**src/rtl/layered_objects_mux_pkg.sv**
```systemverilog
// Shared constants and helpers for the layered objects mux.
// Layer ids match the game's drawer wiring order.
package layer_mux_pkg;

    localparam int COLOR_W_DEFAULT = 8;
    localparam logic [7:0] TRANSPARENT_DEFAULT = 8'hFF;
    localparam int MAX_LAYERS = 32;

    localparam int LAYER_ENDGAME = 0;
    localparam int LAYER_PLAYER = 1;
    localparam int LAYER_HEART = 2;
    localparam int LAYER_OBJECT = 3;

    // True when at least two bits are set: clearing the lowest set bit
    // leaves something behind.
    function automatic logic popcount_ge2(
        input logic [MAX_LAYERS-1:0] v
    );
        logic [MAX_LAYERS-1:0] one;
        one = {{(MAX_LAYERS-1){1'b0}}, 1'b1};
        return |(v & (v - one));
    endfunction

endpackage

```
**src/rtl/layered_objects_mux_if.sv**
```systemverilog
// Pixel bus between object drawers, the layer mux and the VGA side.
// master drives layer inputs, slave is the mux.
interface layered_objects_mux_if #(
    parameter int NUM_LAYERS = 6,
    parameter int COLOR_W = 8
);

    localparam int IDX_W = $clog2(NUM_LAYERS + 1);

    logic                          startOfFrame;
    logic [NUM_LAYERS-1:0]         drawingRequest;
    logic [NUM_LAYERS*COLOR_W-1:0] layerRGB;
    logic [COLOR_W-1:0]            RGB_MIF;
    logic [NUM_LAYERS-1:0]         layerEnable;
    logic [NUM_LAYERS-1:0]         layerBlink;
    logic [COLOR_W-1:0]            RGBOut;
    logic [IDX_W-1:0]              winnerIdx;
    logic [NUM_LAYERS-1:0]         overlapMask;
    logic                          overlapValid;

    modport master (
        output startOfFrame, drawingRequest, layerRGB,
        output RGB_MIF, layerEnable, layerBlink,
        input  RGBOut, winnerIdx, overlapMask, overlapValid
    );

    modport slave (
        input  startOfFrame, drawingRequest, layerRGB,
        input  RGB_MIF, layerEnable, layerBlink,
        output RGBOut, winnerIdx, overlapMask, overlapValid
    );

endinterface

```
**src/rtl/layered_objects_mux_priority_enc.sv**
```systemverilog
// Lowest-index-first priority encoder.
// idx is N (one past the last layer) when nothing is requested.
module layer_priority_enc #(
    parameter int N = 6,
    parameter int IW = $clog2(N + 1)
) (
    input  logic [N-1:0]  req,
    output logic [IW-1:0] idx,
    output logic          valid
);

    // Scan from the top so the lowest set index is the last to win.
    always_comb begin
        idx = IW'(N);
        valid = 1'b0;
        for (int i = N - 1; i >= 0; i--) begin
            if (req[i]) begin
                idx = IW'(i);
                valid = 1'b1;
            end
        end
    end

endmodule

```
**src/rtl/layered_objects_mux.sv**
```systemverilog
// Two-stage prioritised layer mux with enable, blink, colour keying
// and per-frame overlap reporting for collision detection.
module layered_objects_mux
    import layer_mux_pkg::*;
#(
    parameter int NUM_LAYERS = 6,
    parameter int COLOR_W = COLOR_W_DEFAULT,
    parameter logic [COLOR_W-1:0] TRANSPARENT =
        COLOR_W'(TRANSPARENT_DEFAULT),
    parameter int BLINK_W = 5
) (
    input logic clk,
    input logic resetN,
    layered_objects_mux_if.slave bus
);

    localparam int IDX_W = $clog2(NUM_LAYERS + 1);
    localparam int RGB_W = NUM_LAYERS * COLOR_W;

    logic [BLINK_W-1:0]    frame_cnt;
    logic                  blink_phase;
    logic [NUM_LAYERS-1:0] qual;
    logic [NUM_LAYERS-1:0] contrib;
    logic [NUM_LAYERS-1:0] acc;
    logic [NUM_LAYERS-1:0] overlap_mask;
    logic                  overlap_valid;

    logic [NUM_LAYERS-1:0] qual_s1;
    logic [RGB_W-1:0]      rgb_s1;
    logic [COLOR_W-1:0]    mif_s1;

    logic [IDX_W-1:0]      win;
    logic                  win_valid;
    logic [COLOR_W-1:0]    sel_rgb;
    logic [COLOR_W-1:0]    rgb_out;
    logic [IDX_W-1:0]      winner_idx;

    assign blink_phase = frame_cnt[BLINK_W-1];

    // A layer competes only if requested, enabled, opaque and not blinked off.
    always_comb begin
        qual = '0;
        for (int i = 0; i < NUM_LAYERS; i++) begin
            qual[i] = bus.drawingRequest[i]
                    & bus.layerEnable[i]
                    & (bus.layerRGB[i*COLOR_W +: COLOR_W] != TRANSPARENT)
                    & ~(bus.layerBlink[i] & blink_phase);
        end
    end

    // Only pixels where two or more layers coincide feed the accumulator.
    always_comb begin
        contrib = '0;
        if (popcount_ge2(MAX_LAYERS'(qual))) begin
            contrib = qual;
        end
    end

    // Frame counter drives blink; the new phase applies from the next pixel.
    always_ff @(posedge clk or negedge resetN) begin
        if (!resetN) begin
            frame_cnt <= '0;
        end else if (bus.startOfFrame) begin
            frame_cnt <= frame_cnt + BLINK_W'(1);
        end
    end

    // Overlap accumulator; the pulse cycle closes one frame and opens the next.
    always_ff @(posedge clk or negedge resetN) begin
        if (!resetN) begin
            acc <= '0;
            overlap_mask <= '0;
            overlap_valid <= 1'b0;
        end else if (bus.startOfFrame) begin
            overlap_mask <= acc | contrib;
            acc <= contrib;
            overlap_valid <= 1'b1;
        end else begin
            acc <= acc | contrib;
            overlap_valid <= 1'b0;
        end
    end

    // Stage 1: qualification result plus the colours that go with it.
    always_ff @(posedge clk or negedge resetN) begin
        if (!resetN) begin
            qual_s1 <= '0;
            rgb_s1 <= '0;
            mif_s1 <= '0;
        end else begin
            qual_s1 <= qual;
            rgb_s1 <= bus.layerRGB;
            mif_s1 <= bus.RGB_MIF;
        end
    end

    layer_priority_enc #(
        .N (NUM_LAYERS),
        .IW(IDX_W)
    ) u_enc (
        .req  (qual_s1),
        .idx  (win),
        .valid(win_valid)
    );

    // Winner's colour, or the background when no layer qualifies.
    always_comb begin
        sel_rgb = mif_s1;
        for (int i = 0; i < NUM_LAYERS; i++) begin
            if (win_valid && (win == IDX_W'(i))) begin
                sel_rgb = rgb_s1[i*COLOR_W +: COLOR_W];
            end
        end
    end

    // Stage 2: registered pixel colour and winning layer index.
    always_ff @(posedge clk or negedge resetN) begin
        if (!resetN) begin
            rgb_out <= '0;
            winner_idx <= IDX_W'(NUM_LAYERS);
        end else begin
            rgb_out <= sel_rgb;
            winner_idx <= win;
        end
    end

    assign bus.RGBOut = rgb_out;
    assign bus.winnerIdx = winner_idx;
    assign bus.overlapMask = overlap_mask;
    assign bus.overlapValid = overlap_valid;

endmodule

```
**src/flat_wrapper.sv**
```systemverilog
// flat-port wrapper written by rule: the top's interface ports become plain ports
module layered_objects_mux_flat import layer_mux_pkg::*;
#(
    parameter int NUM_LAYERS = 6,
    parameter int COLOR_W = COLOR_W_DEFAULT,
    parameter logic [COLOR_W-1:0] TRANSPARENT =
        COLOR_W'(TRANSPARENT_DEFAULT),
    parameter int BLINK_W = 5
)
  (clk, resetN, bus_startOfFrame, bus_drawingRequest, bus_layerRGB, bus_RGB_MIF, bus_layerEnable, bus_layerBlink, bus_RGBOut, bus_winnerIdx, bus_overlapMask, bus_overlapValid);
  layered_objects_mux_if #(.NUM_LAYERS(NUM_LAYERS), .COLOR_W(COLOR_W)) bus_i ();
  input logic clk;
  input logic resetN;
  input wire logic [$bits(bus_i.startOfFrame)-1:0] bus_startOfFrame;
  input wire logic [$bits(bus_i.drawingRequest)-1:0] bus_drawingRequest;
  input wire logic [$bits(bus_i.layerRGB)-1:0] bus_layerRGB;
  input wire logic [$bits(bus_i.RGB_MIF)-1:0] bus_RGB_MIF;
  input wire logic [$bits(bus_i.layerEnable)-1:0] bus_layerEnable;
  input wire logic [$bits(bus_i.layerBlink)-1:0] bus_layerBlink;
  output wire logic [$bits(bus_i.RGBOut)-1:0] bus_RGBOut;
  output wire logic [$bits(bus_i.winnerIdx)-1:0] bus_winnerIdx;
  output wire logic [$bits(bus_i.overlapMask)-1:0] bus_overlapMask;
  output wire logic [$bits(bus_i.overlapValid)-1:0] bus_overlapValid;
  assign bus_i.startOfFrame = bus_startOfFrame;
  assign bus_i.drawingRequest = bus_drawingRequest;
  assign bus_i.layerRGB = bus_layerRGB;
  assign bus_i.RGB_MIF = bus_RGB_MIF;
  assign bus_i.layerEnable = bus_layerEnable;
  assign bus_i.layerBlink = bus_layerBlink;
  assign bus_RGBOut = bus_i.RGBOut;
  assign bus_winnerIdx = bus_i.winnerIdx;
  assign bus_overlapMask = bus_i.overlapMask;
  assign bus_overlapValid = bus_i.overlapValid;
  layered_objects_mux #(.NUM_LAYERS(NUM_LAYERS), .COLOR_W(COLOR_W), .TRANSPARENT(TRANSPARENT), .BLINK_W(BLINK_W)) u_core (.clk(clk), .resetN(resetN), .bus(bus_i));
endmodule
```
**config.mk**
```make
export PLATFORM = sky130hd
export DESIGN_NAME = layered_objects_mux_flat
export DESIGN_NICKNAME = d
export VERILOG_FILES = /design/src/rtl/layered_objects_mux_pkg.sv /design/src/rtl/layered_objects_mux_if.sv /design/src/rtl/layered_objects_mux_priority_enc.sv /design/src/rtl/layered_objects_mux.sv /design/src/flat_wrapper.sv
export SDC_FILE = /design/constraint.sdc
export NUM_CORES = 1
export LEC_CHECK = 0
export ABC_AREA = 1
export CAP_MARGIN = 15
export CORE_MARGIN = 2
export CORE_UTILIZATION = 40
export DETAILED_ROUTE_END_ITERATION = 7
export HOLD_SLACK_MARGIN = 0.05
export PLACE_DENSITY = 0.69
export SLEW_MARGIN = 0
export SYNTH_ARGS = -nofsm -noshare
export SYNTH_HDL_FRONTEND = slang
export SYNTH_SLANG_ARGS = --single-unit
export TNS_END_PERCENT = 10
```
**constraint.sdc**
```tcl
create_clock -name clk -period 2.5 [get_ports clk]
set_input_delay 0.375 -clock clk [delete_from_list [all_inputs] [get_ports clk]]
set_output_delay 0.375 -clock clk [all_outputs]
set_load 0.005 [all_outputs]
```
; ---- After elaboration in Yosys (flattened, before gate mapping)
; Index checks and enable logic that the tools add are counted.
; Widths: inputs -> output; s select.
[word_totals]
regBits = 91
[op_classes]
n_reduce_logical = 8
bitwise_logic = 32
n_eq_ne = 11
n_mux = 21
addsub = 2
[ops]
columns = cell, count
row1 = $mux 8, 6
row2 = $ne 8x8->1 const B, 6
row3 = $and 6x32->32, 1
row4 = $reduce_or 32->1, 1
row5 = $and 1x1->1, 24
row6 = $mux 3, 5
row7 = $mux 6, 2
row8 = $mux 1, 7
row9 = $sub 6x1->7 const B, 1
row10 = $eq 3x2->1 const B, 2
row11 = $eq 3x3->1 const B, 2
row12 = $logic_and 1x1->1, 6
row13 = $not 1->1, 6
row14 = $or 6x6->6, 1
row15 = $add 5x1->5 const B, 1
row16 = $eq 3x1->1 const B, 1
row17 = $logic_not 3->1, 1
row18 = $mux 2, 1

; ---- Logic depth before layout (Yosys ltp)
[depth]
ltp_word = 14
ltp_mapped = 12

; ---- By module
; Synthesis repeated with hierarchy kept, for this count alone.
[hier_totals]
cells_unflattened = 364
area_unflattened_um2 = 3545.9
[modules_own_cells]
columns = mod, area_each_um2, cells_per_inst, n_inst
row1 = layered_objects_mux, 3482.1, 350, 1
row2 = layer_priority_enc, 63.8, 14, 1

; ---- Worst setup path after synthesis
; OpenSTA, ideal clock, no wires.
[synth_timing]
kind = reg2reg
start = register u_core.qual_s1[4]
end = register u_core.rgb_out[6], in the netlist u_core.bus.RGBOut[6]
setup_slack_ns = 1.217
synth_period_minus_slack_ns = 1.283
arrival_ns = 1.162
setup_ns = 0.121
path_stages_with_launch = 8
path_cell_list = dfrtp_1 > buf_6 > or2_1 > buf_6 > nand2_1 > nor2_1 > nor2_1 > o21ai_2
[synth_between]
elab_chain_cells = 13
word_cells_on_any_way = 28
[synth_rtl]
columns = item, line_no
row1 = from (decl), layered_objects_mux.sv:28  ; logic [NUM_LAYERS-1:0] qual_s1;
row2 = from (signal assigned), layered_objects_mux.sv:91  ; qual_s1 <= qual;
row3 = $mux 3 (5 in a row), layered_objects_mux_priority_enc.sv:17  ; if (req[i]) begin
row4 = $logic_not 3->1, layered_objects_mux.sv:110  ; if (win_valid && (win == IDX_W'(i))) begin
row5 = $logic_and 1x1->1, layered_objects_mux.sv:110
row6 = $mux 8 (5 in a row), layered_objects_mux.sv:110
row7 = $mux 8 (*), layered_objects_mux.sv:110
row8 = net u_core.sel_rgb[6], layered_objects_mux.sv:34  ; logic [COLOR_W-1:0] sel_rgb;
row9 = to (signal assigned), layered_objects_mux.sv:122  ; rgb_out <= sel_rgb;
row10 = to (decl), layered_objects_mux.sv:35  ; logic [COLOR_W-1:0] rgb_out;
; The timed path passes the listed nets; every way through them passes the cells marked *.
; A chain may end at the register's enable or synchronous reset.

; ---- Final worst setup path
[layout_timing]
start = register u_core.winner_idx[1], in the netlist u_core.bus.winnerIdx[1]
end = output port bus_winnerIdx[1]
[layout_rtl]
columns = item, line_no
row1 = from (decl), layered_objects_mux.sv:36  ; logic [IDX_W-1:0] winner_idx;
row2 = from (signal assigned), layered_objects_mux.sv:120  ; winner_idx <= IDX_W'(NUM_LAYERS);
row3 = from (signal assigned), layered_objects_mux.sv:123  ; winner_idx <= win;
row4 = to (decl), flat_wrapper.sv:21  ; output wire logic [$bits(bus_i.winnerIdx)-1:0] bus_winnerIdx;
; No word-level cell between the ends.

==> impl_metrics.json <==
{
  "die_area_mm2": 0.00921,
  "cp_num_buf_inv": 1,
  "utilization_pct": 56.4,
  "dpl-instance-area_mm2": 0.00442,
  "cts_root_buf": "clkbuf_8",
  "htreeDepth": 3,
  "slew_violations": 0,
  "layout_commonest_cell": "nand2_1",
  "cts.hold.buffers_added": 1,
  "cp-start-kind": "register",
  "synth_area_leaders": "dfrtp_1 (66%), nand2_1 (12%), nor2_1 (3.3%)",
  "worstSetupEndpoint": "bus_winnerIdx[1]",
  "synth_nets": 408,
  "num_rows": 33,
  "crit_start": "u_core.bus.winnerIdx[1]",
  "drive_gt1_share_pct": 6.90,
  "reg2reg_slack_ns": 0.80,
  "gp_congestion": 0.874,
  "grt_pass1_vias": 2509,
  "status": "finished, final reports clean",
  "die_y_um": 96.0,
  "fin_crit_sh_pct": 70.0,
  "slew_headroom_pct": 67.6,
  "cts_setup_buffers": 0,
  "grt_overflow": 0,
  "critPathSlowestCell": "dfstp_2",
  "synthCells": 330,
  "num-nets-final": 508,
  "cts_tree": "yes",
  "crit_type": "register to primary output",
  "hold_class": "input port to register",
  "crit_fanout": 1,
  "drt_pre_antenna_iters": 4,
  "fin_skew_ns": 0.00785,
  "slowest_delay_ns": 0.53,
  "drc": 0,
  "die_w_um": 96.0,
  "design_area_mm2": 0.00464,
  "routed_wl_mm": 7.54,
  "power_density_mw_per_mm2": 739,
  "crit_cells": 1,
  "period_needed_ns": 1.75,
  "fmax_ghz": 0.571,
  "grt_max_degree": 56,
  "r2r-end": "u_core.bus.RGBOut[0]",
  "cp_top_family": "flip-flops",
  "drt-initial-drc-count": 75,
  "place_hpwl_mm": 5.68,
  "drt-vias-per-instance": 4.70,
  "ys_ff_latch": 91,
  "yosys.area.top_type": "dfrtp_1",
  "avgSynthCellArea_um2": 10.3,
  "synth-seq-area-share_pct": 67.4,
  "syn_area_mm2": 0.00338,
  "clock_latency_ns": 0.35,
  "clock-sinks": 91,
  "ir_worst_vdd_mv": 0.395,
  "r2r_cells": 5,
  "synth_top_area_share_pct": 65.8,
  "required_ns": 2.12,
  "initial_core_util_pct": 41.2,
  "p_leak_nw": 2.12,
  "ctsResizeCount": 0,
  "io_buffer_count": 94,
  "final_cell_mix": "nand2_1 (106), clkdlybuf4s50_1 (93), dfrtp_1 (89), nor2_1 (30), inv_1 (22)",
  "routedWlPerCell_um": 14.0,
  "grt_pass1_wl_mm": 12.0,
  "synth.distinct_cells": 27,
  "cp_cell_sequence": "clkdlybuf4s50_1",
  "detail-route-antenna-nets": 0,
  "cp-end-kind": "primary output",
  "cts_buffers": 9,
  "worstPathArrival_ns": 1.38,
  "ys_warn_count": 0,
  "syn2layout_area_growth_pct": 37.0,
  "fin_setup_tns_ns": 0,
  "track_usage_pct": 17.6,
  "worst_pin_slew_ns": 0.484,
  "r2r-start": "u_core.qual_s1[4]",
  "io_pins": 95,
  "num_vias": 2539,
  "hold_viol": 0,
  "clockBufferDepth": 2,
  "path_clk_slew_ns": 0.09,
  "core_area_mm2": 0.00822,
  "rsz0062_at_grt": "false",
  "maxCapViolations": 0,
  "antennaDiodeCount": 0,
  "antenna_found_initial": 0,
  "setup_viol": 0
}
-- worst min-delay path by stage --
stage,slack [ns],cells past startpoint,end,startpoint
floorplan,0.08,0,u_core.acc[0],resetN
detailed placement,0.37,1,u_core.bus.RGBOut[5],resetN
CTS,0.44,1,u_core.mif_s1[3],bus_RGB_MIF[3]
finish,0.45,1,u_core.mif_s1[3],bus_RGB_MIF[3]
global placement,0.36,1,u_core.bus.RGBOut[5],resetN
global route,0.43,1,u_core.mif_s1[3],bus_RGB_MIF[3]
-- metal layers --
metal / track usage [%] / up-vias / wire length (um)
li1: - / 1256 / -
met1: 23.0 / 1187 / 3310
met2: 28.0 / 88 / 3610
met3: 6.34 / 8 / 556
met4: 4.29 / 0 / 57
met5: 0 / - / 0
-- kinds of logic after synthesis --
group	synth area share [%]
simple gates	18.6
flops	67.4
compound gates	8.24
buf+inv	4.36
xor+xnor	1.04
fa+ha+maj	0.370
-- cell usage after synthesis (all sizes together) --
cell and count:
xor2 3, buf 5, clkbuf 3, nand4 10
or2 1, o21ai 19, a211o 1, o211ai 7
nand3 6, inv 24, a21oi 20, dfstp 2
ha 1, nand2 106, nor2 31, nor3 1
dfrtp 89, xnor2 1
-- per-stage QoR --
step           worst slack [ns]  hold WS [ns]  cells  power [W]
2_1_floorplan              1.22        0.0794    330    0.00210
3_3_place_gp              0.505         0.361    523    0.00245
3_5_place_dp              0.469         0.369    523    0.00247
4_1_cts                   0.737         0.442    540    0.00347
5_1_grt                   0.630         0.432    540    0.00363
6_report                  0.750         0.452    540    0.00343
-- area by class of cell --
type	instances	area, um^2
Clock buffer	10	138
Clock inverter	6	65.1
Fill cell	700	3580
Inverter	24	90.1
Multi-Input combinational cell	207	957
Sequential cell	91	2280
Tap cell	105	131
Timing Repair Buffer	97	976
-- state kept, by name, summed over array words and instances (netlist names) --
register	count
u_core.acc	6
u_core.bus.RGBOut	8
u_core.bus.overlapMask	6
u_core.bus.overlapValid	1
u_core.bus.winnerIdx	3
u_core.frame_cnt	5
u_core.mif_s1	8
u_core.qual_s1	6
u_core.rgb_s1	48
-- power by group --
part           internal (W)  switching [W]  total (W)
clock              0.000489       0.000505   0.000994
combinational      0.000358       0.000308   0.000666
sequential          0.00166       0.000113    0.00177
total               0.00250       0.000926    0.00343
Power figures use the tool's default switching activity.
